--- src/rtl/jkff_bank.sv ---
// jkff_bank: a bank of WIDTH independent configurable flip-flops that share one clock.
// All channels use the same function, selected by mode: JK, D, T or SR.
// A sticky sr_err flag records any illegal SR input (S=R=1).
// Optional feature: define JKFF_BANK_TOGGLE_CNT_EN to add a 16-bit saturating
// counter, toggle_cnt, that counts the edges at which q changed.

module jkff_bank #(
   parameter int               WIDTH     = 8,
   parameter logic [WIDTH-1:0] RESET_VAL = '0
) (
   input  logic             clock,
   input  logic             reset,
   input  logic             en,
   input  logic [1:0]       mode,
   input  logic [WIDTH-1:0] j,
   input  logic [WIDTH-1:0] k,
   input  logic             err_clr,
   output logic [WIDTH-1:0] q,
   output logic [WIDTH-1:0] qbar,
`ifdef JKFF_BANK_TOGGLE_CNT_EN
   output logic [15:0]      toggle_cnt,
`endif
   output logic             sr_err
);

   typedef enum logic [1:0] {
      MODE_JK = 2'b00,
      MODE_D  = 2'b01,
      MODE_T  = 2'b10,
      MODE_SR = 2'b11
   } mode_e;

   mode_e            mode_sel;
   logic [WIDTH-1:0] q_q;
   logic [WIDTH-1:0] q_d;
   logic [WIDTH-1:0] illegal_vec;
   logic             illegal_any;
   logic             sr_err_q;
   logic             sr_err_d;

   assign mode_sel = mode_e'(mode);

   // Next state of each channel. Every bit is computed on its own, so an illegal SR
   // bit only holds itself and has no effect on the other channels.
   always_comb begin
      q_d         = q_q;
      illegal_vec = '0;
      if (en) begin
         for (int i = 0; i < WIDTH; i++) begin
            case (mode_sel)
               MODE_JK: begin
                  case ({j[i], k[i]})
                     2'b01:   q_d[i] = 1'b0;
                     2'b10:   q_d[i] = 1'b1;
                     2'b11:   q_d[i] = ~q_q[i];
                     default: q_d[i] = q_q[i];
                  endcase
               end
               MODE_D: begin
                  q_d[i] = j[i];
               end
               MODE_T: begin
                  q_d[i] = j[i] ? ~q_q[i] : q_q[i];
               end
               default: begin
                  case ({j[i], k[i]})
                     2'b01:   q_d[i] = 1'b0;
                     2'b10:   q_d[i] = 1'b1;
                     2'b11: begin
                        q_d[i]         = q_q[i];
                        illegal_vec[i] = 1'b1;
                     end
                     default: q_d[i] = q_q[i];
                  endcase
               end
            endcase
         end
      end
   end

   // Sticky error flag. A new illegal SR condition takes priority over err_clr.
   always_comb begin
      illegal_any = |illegal_vec;
      sr_err_d    = sr_err_q;
      if (illegal_any) begin
         sr_err_d = 1'b1;
      end else if (err_clr) begin
         sr_err_d = 1'b0;
      end
   end

   // Channel state and error flag registers. Reset is asynchronous and loads RESET_VAL.
   always_ff @(posedge clock or posedge reset) begin
      if (reset) begin
         q_q      <= RESET_VAL;
         sr_err_q <= 1'b0;
      end else begin
         q_q      <= q_d;
         sr_err_q <= sr_err_d;
      end
   end

`ifdef JKFF_BANK_TOGGLE_CNT_EN
   logic [15:0] toggle_cnt_q;
   logic [15:0] toggle_cnt_d;

   // Count the edges at which any bit of q changes. The counter saturates, and a
   // clear takes priority over an increment.
   always_comb begin
      toggle_cnt_d = toggle_cnt_q;
      if (err_clr) begin
         toggle_cnt_d = 16'h0000;
      end else if ((q_d != q_q) && (toggle_cnt_q != 16'hFFFF)) begin
         toggle_cnt_d = toggle_cnt_q + 16'd1;
      end
   end

   // Toggle counter register. It is cleared together with the channel state.
   always_ff @(posedge clock or posedge reset) begin
      if (reset) begin
         toggle_cnt_q <= 16'h0000;
      end else begin
         toggle_cnt_q <= toggle_cnt_d;
      end
   end

   assign toggle_cnt = toggle_cnt_q;
`endif

   assign q      = q_q;
   assign qbar   = ~q_q;
   assign sr_err = sr_err_q;

endmodule

--- config.mk ---
export PLATFORM = sky130hd
export DESIGN_NAME = jkff_bank
export DESIGN_NICKNAME = d
export VERILOG_FILES = /design/src/rtl/jkff_bank.sv
export SDC_FILE = /design/constraint.sdc
export NUM_CORES = 1
export LEC_CHECK = 0
export ABC_AREA = 1
export BUFFER_PORTS_ARGS = -buffer_cell sky130_fd_sc_hd__buf_4
export CORE_ASPECT_RATIO = 0.8
export CORE_MARGIN = 4
export CORE_UTILIZATION = 50
export CTS_CLUSTER_SIZE = 16
export DETAILED_ROUTE_END_ITERATION = 16
export PLACE_DENSITY = 0.79
export SYNTH_ARGS = -nofsm -noshare
export SYNTH_HDL_FRONTEND = slang
export SYNTH_SLANG_ARGS = --single-unit
--- constraint.sdc ---
create_clock -name clock -period 1.09 [get_ports clock]
set_input_delay 0.218 -clock clock [delete_from_list [all_inputs] [get_ports clock]]
set_output_delay 0.218 -clock clock [all_outputs]
set_load 0.01 [all_outputs]
### Word level (Yosys, flattened, before mapping)

Cells that the tools add are included.

* bits in registers: 9
* bits in latches: 0
* bits in writable memories: 0
* bits in read-only memories: 0
* bits of input ports: 22
* output and inout bits: 17
* logic and storage cells: 131
* memories kept: 0

* $add $sub $neg: 0
* $mul: 0
* div/mod/pow operators: 0
* magnitude comparators: 0
* equality and inequality tests: 42
* shift operators: 0
* mux-type cells: 51
* bitwise gates (word level): 9
* reduce and logical (&&, ||, !) cells: 20

Operator list (number)
* $pmux W1 S3: 16
* $reduce_bool A5 Y1: 8
* $eq A2 B2 Y1 const B: 17
* $reduce_and A4 Y1: 8
* $ne A4 B1 Y1 const B: 7
* $mux W1: 26
* $eq A2 B1 Y1 const B: 9
* $ne A2 B2 Y1 const B: 8
* $pmux W1 S2: 8
* $mux W8: 1
* $not A1 Y1: 8
* $not A8 Y8: 1
* $reduce_or A8 Y1: 1
* $ne A4 B3 Y1 const B: 1
* $reduce_or A3 Y1: 1
* $logic_not A2 Y1: 1
* $reduce_bool A2 Y1: 1

### Logic depth before layout (Yosys ltp)

Gate-level depths: netlist of run 1.

* word-level depth: 6
* depth in mapped cells: 11
* mapped depth without buffers: 10

### Worst setup path before layout of run 1

OpenSTA, ideal clock, no wires.

* kind: in2reg
* from: in mode[0]
* to: reg q_q[2], in the netlist q[2]
* library setup time: 119 ps
* arrival time: 1021 ps
* data required time: 971 ps
* path slack: -50 ps
* stages: 9
* path buffers: 1
* path through: inv_1 -> ha_1 -> clkbuf_8 -> nand2_1 -> inv_1 -> nor2_1 -> nand2_1 -> a21oi_1 -> nor2_1

* cells in the longest elaborated chain, start to end: 3
* elaborated cells on any way between the ends: 8
* classes of those cells: eq/ne (4); mux (1); reduce/logical (3)

RTL lines
* start, declared: RTL line 14 `input logic [1:0] mode,`
* $eq A2 B2 Y1, or another cell as far along: RTL line 50 `case (mode_sel)`
* $reduce_bool A5 Y1 (no line), or another cell as far along
* $reduce_and A4 Y1 (no line)
* end signal, assigned: RTL line 98 `q_q <= q_d;`
* end, declared: RTL line 34 `logic [WIDTH-1:0] q_q;`

Several ways; a longest one is shown, not always the timed one.
A chain may end at the register's enable or synchronous reset.

### Worst setup path in the final report of run 1

* from: reg q_q[5], in the netlist q[5]
* to: out qbar[5]

* cells in the longest elaborated chain, start to end: 1

RTL lines
* $not A8 Y8: RTL line 131 `assign qbar = ~q_q;`
* end, declared: RTL line 19 `output logic [WIDTH-1:0] qbar,`

Every way passes these cells.

==> results of run 1 <==
==> power by group <==
part	switching [mW]	leakage (nW)	total [mW]	internal [mW]
clock	0.133	0.0150	0.274	0.142
sequential	0.0639	0.109	0.463	0.399
combinational	0.478	0.889	0.975	0.497
==> cell usage in the layout, fill, tap and decap left out <==
master	instances
nor2_1	21
ha_1	8
inv_1	24
buf_12	1
o21bai_1	1
nand2_1	67
nand3_1	15
nand4_1	1
buf_8	2
dfrtp_1	9
buf_4	46
clkbuf_1	1
buf_6	9
inv_4	2
a21oi_2	1
and2_1	1
o21ai_1	4
nor2_4	1
nand3_2	1
a21oi_1	16
ha_4	2
clkbuf_4	3
nand2_2	4
o21a_1	1
clkbuf_2	1
nor2_2	2
o21ai_0	4
inv_2	11
ha_2	1
dlygate4sd3_1	1
==> what timing repair did <==
| item | 4_1_cts | 5_1_grt |
|---|---|---|
| gates resized for setup | 3 | 31 |
| hold endpoints to repair | 9 | 0 |
| buffers inserted | 3 | 6 |
| hold buffers | 1 | 0 |
| endpoints found under the setup margin | 4 | 17 |
| pin swaps | 0 | 8 |
==> cells by family (layout without fill, tap and decap cells) <==
kind of cell             after synthesis  in the layout
buffers and inverters                 40            101
AND/OR/NAND/NOR                      113            113
AO/OA/AOI/OAI                         27             27
flip-flops                             9              9
adder cells (fa/ha/maj)               11             11
==> final cells by class <==
type                    count  share of cell area (%)
multi-input cells         151                   45.57
repair buffers             60                   29.68
flip-flops and latches      9                   13.06
inverters                  37                   8.345
well taps                  25                   1.814
clock buffers               4                   1.524
==> stage by stage <==
step	cell area, µm²	hold slack [ps]	setup TNS [ps]	total power [mW]
CTS	1605	141.6	0	1.575
floorplan	1170	45.92	0	0.8642
detailed placement	1543	239.6	-1836	1.255
global route	1724	168.0	-198.6	1.831
global placement	1543	221.9	-1400	1.232
finish	1724	147.6	0	1.713
==> worst max-delay path, delay by kind of cell (launching register included) <==
| kind | cells | cell delay (ps) |
|---|---|---|
| flops | 1 | 420 |
| buf+inv | 2 | 180 |
==> synth_stat cells, types with 8 or more instances <==
master,instances
nand2_1,71
inv_1,36
nor2_1,22
a21oi_1,17
nand3_1,16
ha_1,11
dfrtp_1,9
o21ai_0,8
==> final timing paths <==
check | slack, ps | from | cells after the start | to
max | 9 | q[5]$_DFFE_PP0P_ | 2 | qbar[5]
min | 150 | err_clr | 2 | sr_err$_DFFE_PP0P_
max reg2reg | 40 | q[5]$_DFFE_PP0P_ | 6 | q[5]$_DFFE_PP0P_
min reg2reg | 540 | sr_err$_DFFE_PP0P_ | 2 | sr_err$_DFFE_PP0P_
max in group asynchronous | 280 | reset | 3 | q[4]$_DFFE_PP0P_
min in group asynchronous | 520 | reset | 3 | q[6]$_DFFE_PP0P_
==> per-layer routing <==
layer  share of wire (%)  up-vias
met1                  40      675
li1                    -      737
met3                 8.9        4
met4                0.61        0
met5                   0        -
met2                  50       75
==> state kept, by name, indices dropped and copies added, names as in the netlist <==
register and flops:
q 8, sr_err 1
==> results.yml, run 1 <==
floorplan:
  start_util_pct: 52.93
  num_rows: 15
  coreArea_mm2: 0.002177
  die_h_um: 50.94
  dieArea_mm2: 0.003142
  fp.dieW_um: 61.68
  io_pins: 39
sta:
  finalCritPeriodShare_pct: 99.22
  rsz0062_at_grt: "true"
  fin_ws_ps: 8.545
  fin_crit_ps: 1081
  slew_viol_final: 0
  fmax_ghz: 0.9247
  tightest_slew_ps: 413.6
  skew_ps: 0
  finalHoldViolations: 0
  relSlewSlack_pct: 72.40
  finalSetupViolations: 0
worst_setup_path:
  startpoint_type: "flop"
  path_max_fanout: 4
  cp_data_arrival_time_ps: 860
  path_cells: "inv_2 > buf_6"
  crit_slowest_cell: "dfrtp_1"
  cp.required_ps: 870
  worstSetupPathType: "flop to output port"
  cp-end-kind: "output port"
  cpPeakStageDelay_ps: 420
pwr:
  peakVddDrop_v: 0.0008403
  p_per_area_mw_per_mm2: 993.5
  leakagePower_nw: 1.013
clock_network:
  cts_max_level: 1
  clk_pin_slew_worst_paths_ps: 60
  insertion_delay_ps: 260
  cts_made_buffers: 3
  cts_root_buf: "clkbuf_4"
  clk_path_buf_depth: 2
  cts_tree: "done"
  cts.sinks: 9
place:
  numPortBuffers: 38
  dp_hpwl_um: 2588
  dp_worst_setup_slack_ps: -248.7
  dp_cells: 272
  gp_congestion: 0.8514
global_routing:
  antenna_found_initial: 0
  grt_util_met2_pct: 39.72
  grt_max_degree: 11
  grt_busiest_layer: "met2"
  grt_pass1_vias: 1342
  grt.met3_usage_pct: 5.051
  overflow: 0
  grt_first_pass_wirelength_um: 5464
  grtUsageMet1_pct: 28.61
  track_usage_pct: 22.87
drt:
  drtAntennaViolNets: 0
  drtIter0Drc: 123
  dr_total_vias: 1491
  wire_per_inst_um: 13.17
  drcViolationCount: 0
  routed_wl_um: 3766
  dr.pass1.iters: 5
  vias_per_cell: 5.213
logic_synthesis:
  synth_top_family_by_area: "simple AND/OR/NAND/NOR gates"
  synthAdderAreaFrac_pct: 11.94
  synth_compound_area_share_pct: 12.16
  synth_area_leaders: "nand2_1 (23%), dfrtp_1 (20%), ha_1 (12%)"
  synth_area_mm2: 0.001152
  seq_area_frac_synth_pct: 19.54
  synthMuxAreaShare_pct: 0
  synth_ff_type: "dfrtp_1"
  synth_top_area_share_pct: 23.13
  synth_xor_area_share_pct: 0
  yosysTopAreaCell: "nand2_1"
  synth_simple_gate_area_share_pct: 39.85
  synth_enable_flop_cells: 0
  avgSynthCellArea_um2: 5.762
  synth-seq-cells: 9
  synthCells: 200
  syn_nets: 233
  ys_types: 18
  ys_warn_count: 0
  async_reset_ff_share_pct: 100.0
finish:
  syn2layout_area_growth_pct: 49.62
  multi_input_area_um2: 785.8
  final_util_pct: 79.20
  nets: 295
  fillers: 151
  diodes: 0
  final_cells: 286
  drive_above_1_share_pct: 33.33
  seq_area_um2: 225.2
worst_hold_path:
  min_path_type: "input port to flop"
run:
  cap_violations: 0
outcome:
  status: "complete, no violations"
Power figures use the tool's default switching activity.
==> run 2: changes to the inputs <==
==> constraint.sdc (replaced) <==
create_clock -name clock -period 1.3 [get_ports clock]
set_input_delay 0.26 -clock clock [delete_from_list [all_inputs] [get_ports clock]]
set_output_delay 0.26 -clock clock [all_outputs]
set_load 0.01 [all_outputs]
==> run 2 against run 1 <==
Net effect:
- cell area fell by 11%
- critical path type is now input port to flop
- sequential cell count did not move
- core utilization fell by 8.6 points
- global-route usage fell by 0.60 points
- register-to-register slack improved by 350 ps
==> results.yml, run 2 (synthesis results as in run 1) <==
outcome:
  status: "complete, no violations"
pwr:
  p_switching_uw: 503.4
  netSwitchingFraction_pct: 39.87
  pwr-share-clk_pct: 18.1
  cell_internal_pwr_uw: 759.2
  combPwrFrac_pct: 51.6
  p_per_area_mw_per_mm2: 821.7
  leakagePower_nw: 0.9556
  peakVddDrop_v: 0.0006131
  p_seq_share_pct: 30.3
sta:
  relSlewSlack_pct: 74.34
  rsz0062_at_grt: "false"
  finalCritPeriodShare_pct: 91.82
  slew_viol_final: 0
  finalSetupViolations: 0
  fin_ws_ps: 106.4
  skew_ps: 0
  fmax_ghz: 0.8378
  finalHoldViolations: 0
  fin_crit_ps: 1194
  tightest_slew_ps: 384.4
finish:
  largest_reg_flops: 8
  nets: 285
  layout_commonest_cell: "nand2_1"
  layout_common_cells: "nand2_1 (71), buf_4 (49), inv_1 (36)"
  syn2layout_area_growth_pct: 33.33
  final_cells: 276
  drive_above_1_share_pct: 21.91
  diodes: 0
worst_setup_path:
  startpoint_type: "input port"
  path_max_fanout: 5
  cp-end-kind: "flop"
  worstSetupPathType: "input port to flop"
  cp.required_ps: 1450
  cp_data_arrival_time_ps: 1340
run:
  cap_violations: 0
place:
  gp_congestion: 0.8547
  dp_cells: 271
  dp_hpwl_um: 2604
  dp_worst_setup_slack_ps: -145.7
  numPortBuffers: 38
global_routing:
  grt_max_degree: 11
  antenna_found_initial: 0
  grt_first_pass_wirelength_um: 5395
  grt_pass1_vias: 1312
  overflow: 0
  track_usage_pct: 22.27
clock_network:
  insertion_delay_ps: 260
  cts_tree: "done"
  cts.sinks: 9
  cts_root_buf: "clkbuf_4"
  clk_pin_slew_worst_paths_ps: 60
  clk_path_buf_depth: 2
  cts_max_level: 1
  cts_made_buffers: 3
floorplan:
  io_pins: 39
  fp.dieW_um: 61.68
  die_h_um: 50.94
  coreArea_mm2: 0.002177
  start_util_pct: 52.93
  num_rows: 15
  dieArea_mm2: 0.003142
drt:
  drtIter0Drc: 91
  drtAntennaViolNets: 0
  vias_per_cell: 5.112
  routed_wl_um: 3275
  wire_per_inst_um: 11.87
  drcViolationCount: 0
  dr_total_vias: 1411
  dr.pass1.iters: 4
worst_hold_path:
  min_path_type: "input port to flop"
## run 2: cell types whose count changed in the layout (fill, tap and decap cells not counted), sizes merged
cell / delta
buf: -9
clkbuf: -1
## run 2: final timing paths
path	startpoint	end	slack, ps	cells after the start
max reg2reg	q[7]$_DFFE_PP0P_	q[7]$_DFFE_PP0P_	390	5
min reg2reg	q[1]$_DFFE_PP0P_	q[1]$_DFFE_PP0P_	510	2
min in group asynchronous	reset	q[6]$_DFFE_PP0P_	520	3
max in group asynchronous	reset	sr_err$_DFFE_PP0P_	490	3
min	err_clr	sr_err$_DFFE_PP0P_	190	2
max	mode[1]	q[5]$_DFFE_PP0P_	110	10
## run 2: worst max-delay path, stage by stage
cell	delay, ps
buf_4	120
inv_1	80
ha_1	230
inv_1	120
nand2_1	130
nand2_1	60
nor2_1	160
nor2_1	60
nand3_1	70
nand2_1	50
## run 2: power by group through the flow
stage / Sequential (mW) / Combinational, mW / Clock, mW
floorplan: 0.406 / 0.312 / 0
global placement: 0.382 / 0.632 / 0
detailed placement: 0.389 / 0.645 / 0
CTS: 0.383 / 0.652 / 0.238
global route: 0.390 / 0.732 / 0.256
finish: 0.383 / 0.651 / 0.228
## run 2: final cells by class
type | count | area, µm²
repair buffers | 50 | 377.9
inverters | 37 | 138.9
well taps | 25 | 31.28
flip-flops and latches | 9 | 225.2
multi-input cells | 151 | 737.0
clock buffers | 4 | 26.28
fillers | 193 | 640.6
## run 2: timing repair
action,4_1_cts,5_1_grt
buffers inserted,0,0
hold buffers,1,0
endpoints found under the hold margin,9,0
resized for setup,0,0
## run 2: through the flow
step / power (mW) / cell area (µm²) / util [%] / TNS, ps / hold slack, ps
after global routing: 1.378 / 1536 / 70.57 / 0 / 191.3
after CTS: 1.272 / 1536 / 70.57 / 0 / 177.7
after floorplan: 0.7181 / 1152 / - / 0 / 87.92
after detailed placement: 1.034 / 1500 / 68.91 / -798.1 / 271.9
final: 1.263 / 1536 / 70.57 / 0 / 186.5
after global placement: 1.015 / 1500 / 68.91 / -407.1 / 265.6
## run 2: routing by layer
metal,GRT usage [%],part of all wire [%]
met1,28.96,43
met2,35.37,45
met3,6.061,9.8
met4,6.714,1.7
met5,0,0
==> run 3: changes to the inputs <==
--- a/config.mk
+++ b/config.mk
@@ -16,3 +16,4 @@
 export SYNTH_ARGS = -nofsm -noshare
 export SYNTH_HDL_FRONTEND = slang
 export SYNTH_SLANG_ARGS = --single-unit
+export TNS_END_PERCENT = 20
==> constraint.sdc (replaced) <==
create_clock -name clock -period 1.21 [get_ports clock]
set_input_delay 0.242 -clock clock [delete_from_list [all_inputs] [get_ports clock]]
set_output_delay 0.242 -clock clock [all_outputs]
set_load 0.01 [all_outputs]
==> run 3 against run 2 <==
Net effect:
- critical path depth is 8 lower
- sequential power is 7.8% higher
- wire length is 0.40% lower
- core utilization grew 0.75 points
- non-clock buffer count did not move
- global-route usage up 0.51 points
- count of clock-buffer cells in the layout stayed put
- sequential share of layout area down 0.15 points
- via count down 2.3%
- largest power group unchanged
==> results.yml, run 3 (synthesis results as in run 1) <==
global_routing:
  antenna_found_initial: 0
  overflow: 0
  track_usage_pct: 22.78
  grt_first_pass_wirelength_um: 5464
  grt_max_degree: 11
  grt_pass1_vias: 1351
floorplan:
  fp.dieW_um: 61.68
  dieArea_mm2: 0.003142
  coreArea_mm2: 0.002177
  num_rows: 15
  io_pins: 39
  die_h_um: 50.94
  start_util_pct: 52.93
drt:
  routed_wl_um: 3262
  drcViolationCount: 0
  drtAntennaViolNets: 0
  wire_per_inst_um: 11.82
  vias_per_cell: 4.993
  dr.pass1.iters: 4
  dr_total_vias: 1378
  drtIter0Drc: 105
worst_setup_path:
  cpPeakStageDelay_ps: 420
  worstSetupPathType: "flop to output port"
  startpoint_type: "flop"
  path_cells: "inv_1 > buf_4"
  path_buf_inv: 2
  cp-end-kind: "output port"
  cp_data_arrival_time_ps: 890
  worst_r2r_startpoint: "q[7]$_DFFE_PP0P_"
  worstRegToRegCells: 5
  cp.required_ps: 970
  path_delay_family: "flip-flops"
  reg2reg_slack_ps: 290
  crit_slowest_cell: "dfrtp_1"
  r2r-end: "q[7]$_DFFE_PP0P_"
  path_max_fanout: 4
sta:
  hold_ws_ps: 174.0
  slew_viol_final: 0
  finalSetupViolations: 0
  fmax_ghz: 0.8813
  tightest_slew_ps: 394.2
  finalCritPeriodShare_pct: 93.78
  relSlewSlack_pct: 73.69
  skew_ps: 0
  rsz0062_at_grt: "false"
  fin_crit_ps: 1135
  fin_ws_ps: 75.28
  finalHoldViolations: 0
finish:
  nets: 285
  layout_common_cells: "nand2_1 (71), buf_4 (49), inv_1 (34)"
  fillers: 187
  final_util_pct: 71.32
  largest_reg_flops: 8
  drive_above_1_share_pct: 23.51
  syn2layout_area_growth_pct: 34.74
  layout_commonest_cell: "nand2_1"
  diodes: 0
  final_cells: 276
clock_network:
  cts_max_level: 1
  insertion_delay_ps: 260
  cts.sinks: 9
  clk_path_buf_depth: 2
  clk_pin_slew_worst_paths_ps: 80
  cts_root_buf: "clkbuf_4"
  cts_tree: "done"
  cts_made_buffers: 3
outcome:
  status: "complete, no violations"
worst_hold_path:
  min_path_type: "input port to flop"
  whs_path_depth: 2
  whs_endpoint: "sr_err$_DFFE_PP0P_"
  hp-start: "err_clr"
run:
  cap_violations: 0
place:
  dp_cells: 271
  gp_congestion: 0.8546
  dp_worst_setup_slack_ps: -207.4
  dp_hpwl_um: 2589
  numPortBuffers: 38
pwr:
  p_per_area_mw_per_mm2: 882.0
  power.total_mw: 1.370
  peakVddDrop_v: 0.0006858
  leakagePower_nw: 0.9536
==> run 3: cell count changes in the layout (fill, tap and decap cells not counted) <==
| cell | delta |
|---|---|
| inv_1 | -2 |
| a21oi_1 | -1 |
| ha_1 | -1 |
| ha_4 | +1 |
| inv_2 | +2 |
| a21oi_2 | +1 |
==> run 3: worst max-delay path by stage <==
stage | startpoint | end | slack, ps | cells after the start
final | q[7]$_DFFE_PP0P_ | qbar[7] | 80 | 2
after global routing | q[7]$_DFFE_PP0P_ | qbar[7] | 9 | 2
after CTS | q[7]$_DFFE_PP0P_ | qbar[7] | 60 | 2
after detailed placement | mode[1] | q[3]$_DFFE_PP0P_ | -210 | 11
after global placement | mode[0] | q[3]$_DFFE_PP0P_ | -160 | 10
after floorplan | mode[0] | q[2]$_DFFE_PP0P_ | 50 | 9
==> run 3: metal layers <==
layer	vias up	track usage (%)	wire, µm
li1	716	-	-
met1	596	30.03	1508
met5	-	0	0
met2	60	34.84	1497
met4	0	9.541	31
met3	6	5.556	225
==> run 3: metrics by stage <==
stage	area (µm²)	setup TNS [ps]
finish	1553	0
CTS	1536	0
global route	1553	0
global placement	1500	-1015
floorplan	1152	0
detailed placement	1500	-1407
==> run 3: where the power goes <==
part           leakage (nW)  internal [mW]  switching [mW]
registers             0.109          0.360          0.0529
logic                 0.830          0.334           0.374
clock network        0.0150          0.127           0.122
==> run 3: final cells by class <==
cell class / count / area (µm²) / share of cell area [%]
clock buffer: 4 / 26.28 / 1.692
timing repair buffer: 50 / 377.9 / 24.34
multi-input combinational: 151 / 753.2 / 48.51
sequential: 9 / 225.2 / 14.50
inverter: 37 / 138.9 / 8.944
tap: 25 / 31.28 / 2.015
==> run 3: repair_timing <==
item	CTS	global route
endpoints found under the hold margin	9	0
gates resized for setup	0	5
setup endpoints to repair	0	5
hold buffers	1	0
buffers inserted	0	0
==> run 3: worst reg2reg max path, stage by stage, from the launching register on <==
cell     delay, ps
dfrtp_1        400
inv_1           70
nand2_1         70
nor2_1          40
o21ai_0        150
a21oi_1         80
